**config.mk**
```make
export PLATFORM = sky130hd
export DESIGN_NAME = layer0_input_quantizer_flat
export DESIGN_NICKNAME = d
export VERILOG_FILES = /design/src/rtl/layer0_input_quantizer_if.sv /design/src/rtl/layer0_input_quantizer.sv /design/src/flat_wrapper.sv
export SDC_FILE = /design/constraint.sdc
export NUM_CORES = 1
export LEC_CHECK = 0
export ABC_CLOCK_PERIOD_IN_PS = 3400
export CAP_MARGIN = 20
export CORE_MARGIN = 1.5
export CORE_UTILIZATION = 40
export CTS_BUF_LIST = sky130_fd_sc_hd__clkbuf_4 sky130_fd_sc_hd__clkbuf_8
export DETAILED_ROUTE_END_ITERATION = 16
export SLEW_MARGIN = 10
export SYNTH_ARGS = -nofsm -noshare
export SYNTH_HDL_FRONTEND = slang
export SYNTH_SLANG_ARGS = --single-unit
```
**constraint.sdc**
```tcl
create_clock -name clk -period 3.4 [get_ports clk]
set_input_delay 0.51 -clock clk [delete_from_list [all_inputs] [get_ports clk]]
set_output_delay 0.51 -clock clk [all_outputs]
set_load 0.1 [all_outputs]
```
**src/rtl/layer0_input_quantizer_if.sv**
```systemverilog
// Stream bundle between the sample source, the quantizer and the layer-0 input register.
// Handshakes: a beat or frame moves on a rising edge where valid && ready are both high.
// The source holds a beat stable until it is taken.
interface layer0_input_quantizer_if #(
  parameter int FEAT_W = 16,
  parameter int N_FEAT = 16,
  parameter int QBITS  = 2
);
  logic                      in_valid;
  logic                      in_ready;
  logic [FEAT_W-1:0]         in_data;
  logic                      in_last;
  logic                      out_valid;
  logic                      out_ready;
  logic [N_FEAT*QBITS-1:0]   out_data;
  logic                      err;
  logic [15:0]               err_cnt;
  logic [1:0]                state_dbg;

  modport master (
    output in_valid, in_data, in_last, out_ready,
    input  in_ready, out_valid, out_data, err, err_cnt, state_dbg
  );

  modport slave (
    input  in_valid, in_data, in_last, out_ready,
    output in_ready, out_valid, out_data, err, err_cnt, state_dbg
  );
endinterface

```
**src/rtl/layer0_input_quantizer.sv**
```systemverilog
// Quantizes a serial frame of signed features to QBITS each, packs them for the layer-0 LUTs,
// and drops short or long frames while counting them.
module layer0_input_quantizer #(
  parameter int                       FEAT_W = 16,
  parameter int                       N_FEAT = 16,
  parameter int                       QBITS  = 2,
  parameter logic signed [FEAT_W-1:0] OFFSET = '0,
  parameter int                       SHIFT  = 12
) (
  input logic clk,
  input logic rst,
  layer0_input_quantizer_if.slave bus
);
  localparam int CNT_W = $clog2(N_FEAT);
  localparam int OUT_W = N_FEAT * QBITS;
  localparam logic [CNT_W-1:0] LAST_IDX = CNT_W'(N_FEAT - 1);

  typedef enum logic [1:0] {
    COLLECT = 2'd0,
    HOLD    = 2'd1,
    DRAIN   = 2'd2
  } state_e;

  state_e            state_q, state_d;
  logic [CNT_W-1:0]  cnt_q, cnt_d;
  logic [OUT_W-1:0]  shadow_q, shadow_d;
  logic [OUT_W-1:0]  out_data_q, out_data_d;
  logic              err_q, err_d;
  logic [15:0]       err_cnt_q, err_cnt_d;

  logic signed [FEAT_W:0] diff;
  logic signed [FEAT_W:0] shifted;
  logic [QBITS-1:0]       q;
  logic                   in_ready;
  logic                   accept;

  // One extra bit keeps the offset subtraction from wrapping.
  assign diff    = $signed({bus.in_data[FEAT_W-1], bus.in_data}) - $signed({OFFSET[FEAT_W-1], OFFSET});
  assign shifted = diff >>> SHIFT;

  always_comb begin
    q = shifted[QBITS-1:0];
    if (shifted[FEAT_W]) begin
      q = '0;
    end else if (|shifted[FEAT_W-1:QBITS]) begin
      q = '1;
    end
  end

  assign in_ready = !rst && (state_q != HOLD);
  assign accept   = bus.in_valid && in_ready;

  always_comb begin
    state_d    = state_q;
    cnt_d      = cnt_q;
    shadow_d   = shadow_q;
    out_data_d = out_data_q;
    err_d      = 1'b0;
    err_cnt_d  = err_cnt_q;
    case (state_q)
      COLLECT: begin
        if (accept) begin
          if (cnt_q != LAST_IDX) begin
            if (bus.in_last) begin
              err_d = 1'b1;
              cnt_d = '0;
            end else begin
              shadow_d[int'(cnt_q)*QBITS +: QBITS] = q;
              cnt_d = cnt_q + CNT_W'(1);
            end
          end else begin
            cnt_d = '0;
            if (bus.in_last) begin
              out_data_d = shadow_q;
              out_data_d[(N_FEAT-1)*QBITS +: QBITS] = q;
              state_d = HOLD;
            end else begin
              err_d   = 1'b1;
              state_d = DRAIN;
            end
          end
        end
      end
      HOLD: begin
        if (bus.out_ready) state_d = COLLECT;
      end
      DRAIN: begin
        if (accept && bus.in_last) state_d = COLLECT;
      end
      default: state_d = COLLECT;
    endcase
    if (err_d && (err_cnt_q != 16'hFFFF)) err_cnt_d = err_cnt_q + 16'd1;
  end

  always_ff @(posedge clk or posedge rst) begin
    if (rst) begin
      state_q    <= COLLECT;
      cnt_q      <= '0;
      shadow_q   <= '0;
      out_data_q <= '0;
      err_q      <= 1'b0;
      err_cnt_q  <= '0;
    end else begin
      state_q    <= state_d;
      cnt_q      <= cnt_d;
      shadow_q   <= shadow_d;
      out_data_q <= out_data_d;
      err_q      <= err_d;
      err_cnt_q  <= err_cnt_d;
    end
  end

  assign bus.in_ready  = in_ready;
  assign bus.out_valid = (state_q == HOLD);
  assign bus.out_data  = out_data_q;
  assign bus.err       = err_q;
  assign bus.err_cnt   = err_cnt_q;
  assign bus.state_dbg = state_q;
endmodule

```
**src/flat_wrapper.sv**
```systemverilog
// flat-port wrapper written by rule: the top's interface ports become plain ports
module layer0_input_quantizer_flat 
#(
  parameter int                       FEAT_W = 16,
  parameter int                       N_FEAT = 16,
  parameter int                       QBITS  = 2,
  parameter logic signed [FEAT_W-1:0] OFFSET = '0,
  parameter int                       SHIFT  = 12
)
  (clk, rst, bus_in_valid, bus_in_data, bus_in_last, bus_out_ready, bus_in_ready, bus_out_valid, bus_out_data, bus_err, bus_err_cnt, bus_state_dbg);
  layer0_input_quantizer_if #(.FEAT_W(FEAT_W), .N_FEAT(N_FEAT), .QBITS(QBITS)) bus_i ();
  input logic clk;
  input logic rst;
  input wire logic [$bits(bus_i.in_valid)-1:0] bus_in_valid;
  input wire logic [$bits(bus_i.in_data)-1:0] bus_in_data;
  input wire logic [$bits(bus_i.in_last)-1:0] bus_in_last;
  input wire logic [$bits(bus_i.out_ready)-1:0] bus_out_ready;
  output wire logic [$bits(bus_i.in_ready)-1:0] bus_in_ready;
  output wire logic [$bits(bus_i.out_valid)-1:0] bus_out_valid;
  output wire logic [$bits(bus_i.out_data)-1:0] bus_out_data;
  output wire logic [$bits(bus_i.err)-1:0] bus_err;
  output wire logic [$bits(bus_i.err_cnt)-1:0] bus_err_cnt;
  output wire logic [$bits(bus_i.state_dbg)-1:0] bus_state_dbg;
  assign bus_i.in_valid = bus_in_valid;
  assign bus_i.in_data = bus_in_data;
  assign bus_i.in_last = bus_in_last;
  assign bus_i.out_ready = bus_out_ready;
  assign bus_in_ready = bus_i.in_ready;
  assign bus_out_valid = bus_i.out_valid;
  assign bus_out_data = bus_i.out_data;
  assign bus_err = bus_i.err;
  assign bus_err_cnt = bus_i.err_cnt;
  assign bus_state_dbg = bus_i.state_dbg;
  layer0_input_quantizer #(.FEAT_W(FEAT_W), .N_FEAT(N_FEAT), .QBITS(QBITS), .OFFSET(OFFSET), .SHIFT(SHIFT)) u_core (.clk(clk), .rst(rst), .bus(bus_i));
endmodule
```
======== Yosys cells after proc, flatten, opt, wreduce, memory -nomap -nowiden ========
Cells that the tools add are included.
word-level totals
  flip-flop bits (word level) ............. 87
  input port bits ......................... 21
  output and inout bits ................... 53
  logic and storage cells ................. 49
operators by class
  $add $sub $neg .......................... 3
  equality and inequality tests ........... 9
  shifts and indexed selects .............. 2
  multiplexer cells ....................... 16
  bitwise gates (word level) .............. 2
  reduce and logical (&&, ||, !) cells .... 11
operator list
  operator                                               count
  negator 5 -> 33 bit                                    1
  variable shift 2 x 33 -> 32 bit, first input constant  1
  variable part select 2 x 33 -> 32 bit                  1
  bitwise mux 32 bit                                     1
  adder 16 x 1 -> 16 bit, second input constant          1
  != test 16 bit, second input constant                  1
  2-to-1 mux 2 bit                                       7
  AND reduction 4 bit                                    3
  2-to-1 mux 4 bit                                       2
  != test 2 x 1 -> 1 bit, second input constant          3
  case mux 2 bit (3 select lines)                        1
  2-to-1 mux 1 bit                                       5
  adder 4 x 1 -> 4 bit, second input constant            1
  logical AND 1 bit                                      4
  != test 2 bit, second input constant                   2
  != test 4 bit, second input constant                   1
  == test 2 x 1 -> 1 bit, second input constant          1
  == test 2 bit, second input constant                   1
  logical NOT 2 bit                                      1
  inverter 1 bit                                         2
  AND reduction 2 bit                                    1
  OR reduction 2 bit                                     1
  logical NOT 1 bit                                      1

======== Depth between registers and ports, before layout ========
  depth after elaboration ................. 6
  gate-level depth with buffers ........... 8
  mapped depth without buffers ............ 7

======== Least setup slack after synthesis ========
No wires, ideal clock.
  path type ............................... reg-to-output
  from .................................... register u_core.state_q[0], in the netlist u_core.bus.state_dbg[0]
  to ...................................... output port bus_in_ready
  arrival ................................. 3415 ps
  data required time ...................... 2890 ps
  setup slack ............................. -525 ps
  cell stages (with the launch flop) ...... 3
  buffers on the path ..................... 0
  cells stage by stage .................... dfrtp_1 > nor2b_1 > nor2_1
between the ends
  word-level cells in the longest chain between the ends .. 2
RTL lines
  what                    RTL line                       RTL
  from (decl)             layer0_input_quantizer.sv:24   state_e state_q, state_d;
  from (signal assigned)  layer0_input_quantizer.sv:104  state_q <= state_d;
  != test 2 x 1 -> 1 bit  layer0_input_quantizer.sv:50   assign in_ready = !rst && (state_q != HOLD);
  logical AND 1 bit       layer0_input_quantizer.sv:50
  to (decl)               flat_wrapper.sv:18             output wire logic [$bits(bus_i.in_ready)-1:0] bus_in_ready;
No other way between the ends.

======== Worst setup path after layout ========
  from .................................... register u_core.cnt_q[0]
  to ...................................... register u_core.shadow_q[9]
between the ends
  word-level cells in the longest chain between the ends .. 3
  elaborated cells between the ends (all ways) .. 6
  those cells by class .................... 1 x add/sub; 1 x eq/ne; 2 x shift; 1 x mux; 1 x reduce/logical
RTL lines
  what                                                                                      RTL line                       RTL
  from (decl)                                                                               layer0_input_quantizer.sv:25   logic [CNT_W-1:0] cnt_q, cnt_d;
  from (signal assigned)                                                                    layer0_input_quantizer.sv:105  cnt_q <= cnt_d;
  negator 5 -> 33 bit                                                                       layer0_input_quantizer.sv:68   shadow_d[int'(cnt_q)*QBITS +: QBITS] = q;
  variable part select 2 x 33 -> 32 bit or variable shift 2 x 33 -> 32 bit (tied branches)  layer0_input_quantizer.sv:68
  bitwise mux 32 bit                                                                        layer0_input_quantizer.sv:68
  to (signal assigned)                                                                      layer0_input_quantizer.sv:106  shadow_q <= shadow_d;
  to (decl)                                                                                 layer0_input_quantizer.sv:26   logic [OUT_W-1:0] shadow_q, shadow_d;
Several ways; a longest one is shown, not always the timed one.
A chain may end at the register's enable or synchronous reset.

==> results.md <==
- Result of the run: complete, no violations
- Ratio of final minimum period to clock period: 0.7891
- Die Area: between 0.01 and 0.015 mm^2
- Antenna violations before repair: 0
- Reg clk slew, reported paths: ~80 ps
- Worst setup startpoint: u_core.cnt_q[0]
- Number of non-filler instances in the completed layout: between 400 and 500
- Residual antenna-violating net count after detailed routing: 0
- I/O Buffers: 61
- Total wire length after detailed routing: about 7.4 mm
- Cell Pwr Density: 507.2 mW/mm^2
- Minimum period implied by the final worst setup slack: approximately 2700 ps
- Overall die height: just over 100 um
- Synth cell types: 42
- First-pass GRT wire length: between 10 and 15 mm
- Leakage power figure: between 2 and 2.5 nW
- Drc violations: 0
- Fill cell count: approximately 800
- Class of the most critical setup path: reg -> reg
- Core Rows: 35
- Number of antenna repair diodes: 0
- Sum of overflow across all layers after global routing: 0
- Combined buffer and inverter count along the critical path: 1
- Total number of nets in the final design: 391
- Buffer count from post-CTS setup fixing: 0
- Reg-to-reg setup timing slack: 720 ps
- Clock Tree Buf Depth: 2
- Violation count after the first detailed-route iteration: between 80 and 90
- Accumulated negative setup slack: 0 ps
- I/O pins: 74
- Syn Nets: roughly 320
- Count of TritonRoute iterations in the first routing pass: 4
- Top delay family on crit path: simple AND/OR/NAND/NOR gates
- End point of the critical path: u_core.shadow_q[9]
- Number of clock sinks seen by CTS: 85
- Unrepaired setup endpoints after global routing: no
- Kind of capture point of the worst setup path: flip-flop
- Cell count along the critical path: 5
- Synth Register Bits: 85
- Master of the slowest instance on the critical path: sky130_fd_sc_hd__dfrtp_1
- CTS tree: done
- GRT Util Overall: 0.1633
- Detail Placement HPWL: 5.313 mm
- Per-instance average area after synthesis: about 13 um^2
- Worst setup skew after layout: 6.442 ps
- Stage delay of the slowest cell on the critical path: 600 ps
- Maximum frequency from static timing analysis: between 0.3 and 0.4 GHz
- Area of all placed cells without fillers: about 0.0048 mm^2
- Remaining max-slew budget at the tightest pin: 0.3134
- Reg-to-reg endpoint: u_core.shadow_q[9]
- Setup Viol. Count Final: 0
- Cells after Synth: 296
- Syn. warnings: 0
- Pin count of the biggest net entering global routing: a little under 50
- Transition time at the pin with the least slew margin: 1027 ps
- Detail-routed via count per cell: between 5 and 6
- Total placed cells including tap cells: between 400 and 500
- DP Area: between 0.004 and 0.005 mm^2
- Hold Path Class: reg -> reg
- Share of layout cells above drive strength 1: 0.2622
- Cell area after synthesis: ~0.0038 mm^2
- Number of global-route vias before repair: around 2600
- CTS buffer count: 9
- Post-CTS sizing: 0
- Drt wl/cell: around 15 um
- Core footprint: 0.009240 mm^2
- Clk Tree Root Cell: sky130_fd_sc_hd__clkbuf_8
- Launching element type of the critical path: flip-flop
- Max-cap violations: 0
- Die W: between 100 and 150 um
- Max FO, Critical Path: 13
- IR Drop Worst-Case VDD: a little under 0.0008 V
- Share of the yosys chip area belonging to registers: 0.5592
- Initial core utilization: 0.4116
- Total number of vias: around 2600
- Area grow syn2layout: 25.79%
- Hold-fix buffer count after cts: 0
- Arrival time worst endpoint: 2920 ps
- Final RePlAce weighted congestion: around 0.9
- Clock latency at the later pin of the worst-skew pair: between 300 and 400 ps
- Level count of the clock H-tree: 3
- Pins Over Slew Limit: 0
- Worst r2r path cells: 5
- Critical Path, Cell by Cell: inv_1, ha_1, or3_1, nor4_2, mux2_1
- CP required: approximately 3600 ps
- Number of hold violations in the final report: 0
- Worst reg2reg path startpoint: u_core.cnt_q[0]
[per-layer routing]
layer	part of all wire	vias to the layer above	GRT usage	routed length, um
met5	0	-	0	0
met4	0.019	0	0.06717	140
met3	0.041	12	0.04092	305
met2	0.47	64	0.2559	3469
met1	0.47	1277	0.2175	3488
li1	-	1219	-	-
[where the power goes]
part / switching, mW / internal (mW)
registers: 0.0709 / 1.07
logic: 0.417 / 0.154
clock network: 0.339 / 0.374
[final cells by class]
class                           count  area, um^2  share of cell area
Sequential cell                    85        2127              0.4446
Multi-Input combinational cell    193        1603              0.3350
Inverter                            7       27.53            0.005753
Clock buffer                       12       152.6             0.03190
Clock inverter                      4       47.55            0.009937
Timing Repair Buffer               69       665.6              0.1391
Tap cell                          129       161.4             0.03373
[cell usage after synthesis]
cell type / number / area share
sky130_fd_sc_hd__dfrtp_1: 85 / 0.56
sky130_fd_sc_hd__mux2_2: 60 / 0.18
sky130_fd_sc_hd__nor2_1: 17 / 0.017
sky130_fd_sc_hd__nand2_1: 11 / 0.011
sky130_fd_sc_hd__nor4_1: 11 / 0.018
sky130_fd_sc_hd__nand3_1: 9 / 0.012
sky130_fd_sc_hd__xnor2_1: 9 / 0.021
sky130_fd_sc_hd__and3_1: 8 / 0.013
sky130_fd_sc_hd__nand4_1: 8 / 0.013
sky130_fd_sc_hd__a21oi_1: 7 / 0.0092
sky130_fd_sc_hd__inv_1: 7 / 0.0069
sky130_fd_sc_hd__clkbuf_1: 5 / 0.0049
sky130_fd_sc_hd__ha_1: 5 / 0.016
sky130_fd_sc_hd__nor4_2: 5 / 0.016
sky130_fd_sc_hd__buf_1: 4 / 0.0039
sky130_fd_sc_hd__mux2_1: 4 / 0.012
sky130_fd_sc_hd__o21ai_0: 4 / 0.0053
sky130_fd_sc_hd__nor2b_1: 3 / 0.0049
sky130_fd_sc_hd__nor3_1: 3 / 0.0039
sky130_fd_sc_hd__xor2_1: 3 / 0.0069
sky130_fd_sc_hd__a211oi_1: 2 / 0.0039
sky130_fd_sc_hd__a311oi_1: 2 / 0.0046
sky130_fd_sc_hd__a31oi_1: 2 / 0.0033
sky130_fd_sc_hd__and4_1: 2 / 0.0046
sky130_fd_sc_hd__nand2b_1: 2 / 0.0033
sky130_fd_sc_hd__nor4b_1: 2 / 0.0046
sky130_fd_sc_hd__a2111oi_4: 1 / 0.0072
sky130_fd_sc_hd__a21boi_0: 1 / 0.0020
sky130_fd_sc_hd__and2_1: 1 / 0.0016
sky130_fd_sc_hd__and4b_1: 1 / 0.0026
sky130_fd_sc_hd__buf_2: 1 / 0.0013
sky130_fd_sc_hd__buf_6: 1 / 0.0030
sky130_fd_sc_hd__mux2i_1: 1 / 0.0026
sky130_fd_sc_hd__nand3b_2: 1 / 0.0030
sky130_fd_sc_hd__nor4_4: 1 / 0.0056
sky130_fd_sc_hd__o21a_1: 1 / 0.0020
sky130_fd_sc_hd__o32ai_1: 1 / 0.0023
sky130_fd_sc_hd__o41ai_1: 1 / 0.0023
sky130_fd_sc_hd__or2_2: 1 / 0.0016
sky130_fd_sc_hd__or3_1: 1 / 0.0016
sky130_fd_sc_hd__or4_1: 1 / 0.0020
sky130_fd_sc_hd__or4b_1: 1 / 0.0026
[sequential cells by signal, summed over array words and instances, names as in the netlist]
signal and flops:
u_core.bus.state_dbg 2, u_core.bus.err 1, u_core.bus.err_cnt 16, u_core.bus.out_data 32
u_core.shadow_q 30, u_core.cnt_q 4
[cell families after synthesis]
logic type                 count (synthesis)  synth area share
and+or+nand+nor                           89            0.1424
buffers and inverters                     18           0.02006
xor gates and xnor gates                  12           0.02763
adders and majority gates                  5           0.01645
AOI/OAI and AO/OA                         22           0.04211
DFF                                       85            0.5592
muxes                                     65            0.1921
[stage by stage]
| step | total power, mW | hold WS [ps] | utilization | setup slack (ps) |
|---|---|---|---|---|
| global placement | 1.727 | 470.5 | 0.4961 | 353.5 |
| floorplan | 1.589 | 454.1 | - | 67.61 |
| global route | 2.556 | 515.2 | 0.5178 | 552.0 |
| CTS | 2.467 | 499.5 | 0.5178 | 716.2 |
| finish | 2.427 | 493.6 | 0.5178 | 717.0 |
| detailed placement | 1.733 | 480.9 | 0.4961 | 357.6 |
[how the worst min path moves through the flow]
stage	start	to	slack (ps)	cells past startpoint
final	u_core.shadow_q[23]	u_core.shadow_q[23]	490	1
after detailed placement	u_core.shadow_q[23]	u_core.shadow_q[23]	480	1
after CTS	u_core.shadow_q[23]	u_core.shadow_q[23]	500	1
after floorplan	u_core.shadow_q[22]	u_core.shadow_q[22]	450	1
after global routing	u_core.shadow_q[22]	u_core.shadow_q[22]	520	1
after global placement	u_core.shadow_q[22]	u_core.shadow_q[22]	470	1
[layout by cell type, fill, tap and decap left out, drive strengths merged, types with 9 or more instances in the layout]
master / count
nand2: 11
nor4: 17
nor2: 17
clkdlybuf4s50: 59
xnor2: 9
clkbuf: 12
mux2: 64
buf: 10
dfrtp: 85
nand3: 9
Note: power is estimated with default switching activity, not from simulation.
